File: src/rtl/sprite_pkg.sv
// Shared types for the sprite memory scheduler: colour word, requester tags, FSM states.
package sprite_pkg;

  localparam logic [23:0] TRANS_RGB = 24'hFE06FF;

  typedef struct packed {
    logic [7:0] r;
    logic [7:0] g;
    logic [7:0] b;
  } rgb_t;

  typedef enum logic [1:0] {TAG_MARIO, TAG_BRICK, TAG_BG} tag_t;

  typedef enum logic [1:0] {S_IDLE, S_ISSUE, S_DRAIN, S_DONE} sched_state_t;

endpackage

File: src/rtl/sprite_mem_scheduler.sv
// Time-shares the sprite memory between mario, brick and background; done arrives k+2 cycles after pix_start.
// No backpressure: pix_start is taken in IDLE/DONE only, otherwise dropped and flagged in sticky overrun.
module sprite_mem_scheduler #(
  parameter int ADDR_W = 18,
  parameter int RGB_W = 24,
  parameter logic [RGB_W-1:0] TRANS_RGB = RGB_W'(sprite_pkg::TRANS_RGB)
) (
  input  logic              Clk,
  input  logic              Reset,
  input  logic              pix_start,
  input  logic              mario_req,
  input  logic [ADDR_W-1:0] mario_addr,
  input  logic              brick_req,
  input  logic [ADDR_W-1:0] brick_addr,
  input  logic [ADDR_W-1:0] bg_addr,
  output logic              mem_rd,
  output logic [ADDR_W-1:0] mem_addr,
  input  logic [RGB_W-1:0]  mem_rdata,
  output logic [RGB_W-1:0]  mario_rgb,
  output logic [RGB_W-1:0]  brick_rgb,
  output logic [RGB_W-1:0]  bg_rgb,
  output logic              mario_opaque,
  output logic              brick_opaque,
  output logic              done,
  output logic              busy,
  output logic              overrun
);
  import sprite_pkg::*;

  typedef struct packed {
    logic [1:0]              k;
    tag_t [2:0]              tag;
    logic [2:0][ADDR_W-1:0]  addr;
  } rd_list_t;

  // Fixed priority: mario, brick, then background which is always fetched.
  function automatic rd_list_t build_list(input logic m_req, input logic [ADDR_W-1:0] m_addr,
                                          input logic b_req, input logic [ADDR_W-1:0] b_addr,
                                          input logic [ADDR_W-1:0] g_addr);
    rd_list_t   l;
    logic [1:0] n;
    l = '0;
    n = 2'd0;
    if (m_req) begin
      l.addr[n] = m_addr;
      l.tag[n]  = TAG_MARIO;
      n         = n + 2'd1;
    end
    if (b_req) begin
      l.addr[n] = b_addr;
      l.tag[n]  = TAG_BRICK;
      n         = n + 2'd1;
    end
    l.addr[n] = g_addr;
    l.tag[n]  = TAG_BG;
    l.k       = n + 2'd1;
    return l;
  endfunction

  sched_state_t     state, state_nxt;
  rd_list_t         lst, lst_q;
  logic [1:0]       idx;
  tag_t             issue_tag, pend_tag;
  logic             rd_pend;
  logic             lat_mario, lat_brick;
  logic [RGB_W-1:0] stg_mario, stg_brick, stg_bg;
  logic [RGB_W-1:0] stg_mario_n, stg_brick_n, stg_bg_n;
  logic             accept;

  assign lst    = build_list(mario_req, mario_addr, brick_req, brick_addr, bg_addr);
  assign accept = pix_start && (state == S_IDLE || state == S_DONE);
  assign busy   = (state != S_IDLE);

  always_comb begin
    state_nxt = state;
    case (state)
      S_IDLE:  if (accept) state_nxt = S_ISSUE;
      S_ISSUE: if (idx == lst_q.k) state_nxt = S_DRAIN;
      S_DRAIN: state_nxt = S_DONE;
      S_DONE:  state_nxt = accept ? S_ISSUE : S_IDLE;
      default: state_nxt = S_IDLE;
    endcase
  end

  // The last word lands in the same cycle as the commit, so commit reads through this bypass.
  always_comb begin
    stg_mario_n = stg_mario;
    stg_brick_n = stg_brick;
    stg_bg_n    = stg_bg;
    if (rd_pend) begin
      case (pend_tag)
        TAG_MARIO: stg_mario_n = mem_rdata;
        TAG_BRICK: stg_brick_n = mem_rdata;
        default:   stg_bg_n    = mem_rdata;
      endcase
    end
  end

  always_ff @(posedge Clk) begin
    if (Reset) begin
      state        <= S_IDLE;
      lst_q        <= '0;
      idx          <= '0;
      issue_tag    <= TAG_MARIO;
      pend_tag     <= TAG_MARIO;
      rd_pend      <= 1'b0;
      lat_mario    <= 1'b0;
      lat_brick    <= 1'b0;
      stg_mario    <= '0;
      stg_brick    <= '0;
      stg_bg       <= '0;
      mem_rd       <= 1'b0;
      mem_addr     <= '0;
      mario_rgb    <= '0;
      brick_rgb    <= '0;
      bg_rgb       <= '0;
      mario_opaque <= 1'b0;
      brick_opaque <= 1'b0;
      done         <= 1'b0;
      overrun      <= 1'b0;
    end else begin
      state     <= state_nxt;
      rd_pend   <= mem_rd;
      pend_tag  <= issue_tag;
      stg_mario <= stg_mario_n;
      stg_brick <= stg_brick_n;
      stg_bg    <= stg_bg_n;
      mem_rd    <= 1'b0;
      mem_addr  <= '0;
      done      <= 1'b0;
      if (accept) begin
        lst_q     <= lst;
        lat_mario <= mario_req;
        lat_brick <= brick_req;
        mem_rd    <= 1'b1;
        mem_addr  <= lst.addr[0];
        issue_tag <= lst.tag[0];
        idx       <= 2'd1;
      end else if (state == S_ISSUE && idx != lst_q.k) begin
        mem_rd    <= 1'b1;
        mem_addr  <= lst_q.addr[idx];
        issue_tag <= lst_q.tag[idx];
        idx       <= idx + 2'd1;
      end
      if (pix_start && (state == S_ISSUE || state == S_DRAIN)) overrun <= 1'b1;
      if (state == S_DRAIN) begin
        done         <= 1'b1;
        mario_rgb    <= lat_mario ? stg_mario_n : '0;
        brick_rgb    <= lat_brick ? stg_brick_n : '0;
        bg_rgb       <= stg_bg_n;
        mario_opaque <= lat_mario && (stg_mario_n != TRANS_RGB);
        brick_opaque <= lat_brick && (stg_brick_n != TRANS_RGB);
      end
    end
  end

endmodule

File: config.mk
export PLATFORM = sky130hd
export DESIGN_NAME = sprite_mem_scheduler
export DESIGN_NICKNAME = d
export VERILOG_FILES = /design/src/rtl/sprite_pkg.sv /design/src/rtl/sprite_mem_scheduler.sv
export SDC_FILE = /design/constraint.sdc
export NUM_CORES = 1
export LEC_CHECK = 0
export CORE_AREA = 2 2 143 145
export DETAILED_ROUTE_END_ITERATION = 16
export DIE_AREA = 0 0 145 147
export PLACE_DENSITY_LB_ADDON = 0.1
export SETUP_SLACK_MARGIN = 0.1
export SYNTH_ARGS = -nofsm -noshare
export SYNTH_HDL_FRONTEND = slang
export SYNTH_SLANG_ARGS = --single-unit
File: constraint.sdc
create_clock -name Clk -period 1.79 [get_ports Clk]
set_clock_uncertainty 0.1 [all_clocks]
set_input_delay 0.358 -clock Clk [delete_from_list [all_inputs] [get_ports Clk]]
set_output_delay 0.358 -clock Clk [all_outputs]
set_load 0.02 [all_outputs]
==> impl_metrics.py <==
metrics = {
    "timing": {
        "fmax_mhz": 582.8,
        "setup_violations": 0,
        "setup_slack_ns": 0.07412,
        "period_minus_slack_ns": 1.716,
        "fin_hold_ws_ns": 0.05936,
        "slew_headroom": 0.6684,
        "tns_ns": 0,
        "hold_violations": 0,
        "worst_pin_slew_ns": 0.4951,
        "grt_setup_unrepaired": "true",
        "period_share": 0.9586,
        "slew_viol_final": 0,
    },
    "detailed_routing": {
        "drt_iter0_drc": 394,
        "vias": 7702,
        "firstDrtPassIters": 4,
        "viasPerCell": 5.225,
        "postRouteAntennaNets": 0,
        "wl_per_cell_um": 17.34,
        "drt-total-wl_mm": 25.57,
        "drc": 0,
    },
    "placement": {
        "routabilityCongestion": 0.8022,
        "port-buffer-count": 178,
        "placed_area_um2": 11540,
        "hpwlAfterDp_mm": 17.49,
        "detailedPlace.worstSlack_ns": -0.4557,
        "place_inst": 1423,
    },
    "setup_path": {
        "cp_slowest_cell": "dfxtp_4",
        "reg2reg_from": "rd_pend",
        "r2r_slack_ns": 0.12,
        "worstReg2RegEnd": "mario_opaque",
        "endpoint_kind": "output pin",
        "reg2reg_depth": 4,
        "crit_path_max_incr_delay_ns": 0.37,
        "startpoint_type": "flip-flop",
        "path_max_fanout": 3,
        "crit_type": "reg2out",
        "worstPathArrival_ns": 1.26,
        "cp.required_ns": 1.33,
        "cp_cell_sequence": "inv_4, ha_4, inv_2, buf_6",
    },
    "yosys": {
        "yosysSeqAreaShare": 0.5323,
        "syn_area_um2": 8951,
        "synthTopCellsByArea": "dfxtp_1, mux2i_1, nor2_1",
        "syn_area_per_cell_um2": 9.257,
        "synth-edff-count": 0,
        "async_flop_share": 0,
        "synth_cells": 967,
        "synthFlopType": "dfxtp_1",
        "synth_warnings": 0,
        "synth-seq-cells": 238,
        "yosys.area.top_type": "dfxtp_1",
        "ys_types": 40,
        "netlist.area_leader.share": 0.5323,
        "syn-num-nets": 1058,
    },
    "power_and_ir_drop": {
        "p_per_area_nw_per_um2": 1298,
        "power.internal_w": 0.01099,
        "power.leakage_nw": 5.253,
        "clkPwrFrac": 0.319,
        "seq_power_share": 0.403,
        "pwr-share-comb": 0.278,
        "switching_share": 0.3176,
        "power_switching_w": 0.005116,
        "vdd_drop_max_mv": 0.8976,
    },
    "cts": {
        "clk_pin_slew_ns": 0.06,
        "clock-root-buffer": "clkbuf_16",
        "clk_path_buf_depth": 3,
        "cts.hold.buffers_added": 0,
        "cts_tree": "done",
        "htree_levels": 1,
        "clock_latency_ns": 0.54,
        "cts_num_sinks": 238,
        "cts_made_buffers": 26,
    },
    "final_layout": {
        "nets": 1277,
        "syn2layout_area_growth_pct": 38.62,
        "fillCellCount": 1725,
        "antennaDiodeCount": 0,
        "drive_above_1_share": 0.1578,
        "fin_cells": 1474,
        "final_area_um2": 12410,
    },
    "die": {
        "row_count": 52,
        "die_y_um": 147,
        "die_area_um2": 21320,
        "initial_core_util": 0.4511,
        "coreArea_um2": 19840,
        "io_pins": 179,
        "die_w_um": 145,
    },
    "grt": {
        "grt_pass1_wl_mm": 39.91,
        "grt_usage": 0.2320,
        "grt_start_max_net_pins": 93,
        "grt_pass1_vias": 7423,
        "globalRoute.totalOverflow": 0,
        "antenna_found_initial": 0,
    },
    "status": {
        "status": "completed",
    },
    "worst_hold_path": {
        "holdCritPathClass": "in2reg",
        "min_path_cells": 2,
        "hp-start": "Reset",
        "hold_end": "done",
    },
    "job": {
        "max-cap-violations": 0,
    },
}
## metrics by stage
step                        util  power, W
after floorplan                -  0.009117
after global placement    0.5817   0.01099
after detailed placement  0.5817   0.01103
after CTS                 0.6225   0.01603
after global routing      0.6253   0.01692
final                     0.6253   0.01611
## metal layers
layer | wire, um | share of wire | up-vias | global-route usage
met3 | 1500 | 0.059 | 40 | 0.04565
met1 | 11210 | 0.44 | 3594 | 0.2962
met2 | 12040 | 0.47 | 242 | 0.3952
met4 | 816 | 0.032 | 0 | 0.07822
li1 | - | - | 3826 | -
met5 | 0 | 0 | - | 0
## flip-flops by register name, indices dropped and copies added (netlist names), 18 cells and up
register,cells
bg_rgb,24
brick_rgb,24
lst_q,60
mario_rgb,24
mem_addr,18
stg_bg,24
stg_brick,24
stg_mario,24
## how the worst max path moves through the flow
stage	start	to	slack (ns)	depth (start not counted)
2_1_floorplan	brick_req	lst_q[18]	0.09	6
3_3_place_gp	mem_rdata[16]	mario_opaque	-0.42	6
3_5_place_dp	mem_rdata[16]	brick_opaque	-0.46	6
4_1_cts	state[0]	busy	0.01	4
5_1_grt	state[0]	busy	0.03	4
6_report	state[0]	busy	0.07	4
## cells in the mapped netlist, types with 8 or more instances
library cell  number
a221oi_1          10
dfxtp_1          238
nand2b_1          20
ha_1               8
a221o_1           10
nand2_1          117
buf_2             15
nor2_1           145
nor3_1            12
a21oi_1           31
clkbuf_1          50
o21ai_0           77
o211ai_1           9
mux2i_1           92
nand4_1           11
a211oi_1          33
a22o_1            20
nand3_1           13
a32oi_1            8
## area by class of cell
class / count / area [um^2] / area share
clock buffers: 41 / 777.0 / 0.06262
clock inverters: 5 / 53.80 / 0.004336
inverters: 7 / 31.28 / 0.002521
multi-input cells: 651 / 3988 / 0.3214
flip-flops and latches: 238 / 4775 / 0.3848
well taps: 270 / 337.8 / 0.02723
repair buffers: 262 / 2446 / 0.1971
## cells in the final DEF (no fill, tap or decap), types with 4 or more instances in the layout
cell | netlist | routed
clkbuf_8 | 0 | 7
nand4_1 | 11 | 11
nor2_1 | 145 | 142
nor3_1 | 12 | 12
buf_2 | 15 | 4
a32oi_1 | 8 | 8
clkbuf_1 | 50 | 8
buf_12 | 0 | 11
nand2b_1 | 20 | 19
dfxtp_1 | 238 | 234
buf_4 | 0 | 68
a221o_1 | 10 | 10
a22o_1 | 20 | 20
a211oi_1 | 33 | 33
ha_1 | 8 | 5
clkdlybuf4s15_2 | 0 | 13
a221oi_1 | 10 | 10
nand2_1 | 117 | 115
clkbuf_2 | 0 | 20
nor2b_1 | 7 | 4
buf_6 | 1 | 5
dlygate4sd2_1 | 0 | 31
o21ai_0 | 77 | 76
o211ai_1 | 9 | 9
a21oi_1 | 31 | 31
clkdlybuf4s15_1 | 0 | 28
mux2i_1 | 92 | 92
clkbuf_16 | 0 | 27
nand3_1 | 13 | 13
clkdlybuf4s50_1 | 0 | 80
## cell families (layout without fill, tap and decap cells)
| logic type | count (synthesis) | after routing | synth area share |
|---|---|---|---|
| buffers and inverters | 78 | 315 | 0.03564 |
| AOI/OAI and AO/OA | 206 | 206 | 0.1508 |
| xor gates and xnor gates | 3 | 3 | 0.002936 |
| and+or+nand+nor | 342 | 342 | 0.1642 |
| muxes | 92 | 92 | 0.1029 |
| DFF | 238 | 238 | 0.5323 |
| adders and majority gates | 8 | 8 | 0.01118 |
## critical path: cells and delay by family (launching register included)
kind       cells  cell delay [ns]
flops          1             0.37
buf+inv        3             0.20
fa+ha+maj      1             0.15
## power by group through the flow
stage | clock network [W] | logic (W) | registers [W]
finish | 0.00514 | 0.00448 | 0.00649
global route | 0.00544 | 0.00490 | 0.00657
global placement | 0 | 0.00442 | 0.00657
CTS | 0.00523 | 0.00434 | 0.00647
floorplan | 0 | 0.00229 | 0.00683
detailed placement | 0 | 0.00446 | 0.00657
## repair_timing
action	4_1_cts	5_1_grt
setup endpoints to repair	119	135
pin swaps	2	10
gates resized for setup	163	74
endpoints found under the hold margin	0	0
setup buffers	0	3
cloned	0	2
No activity file was read; power rests on OpenSTA's default activity.
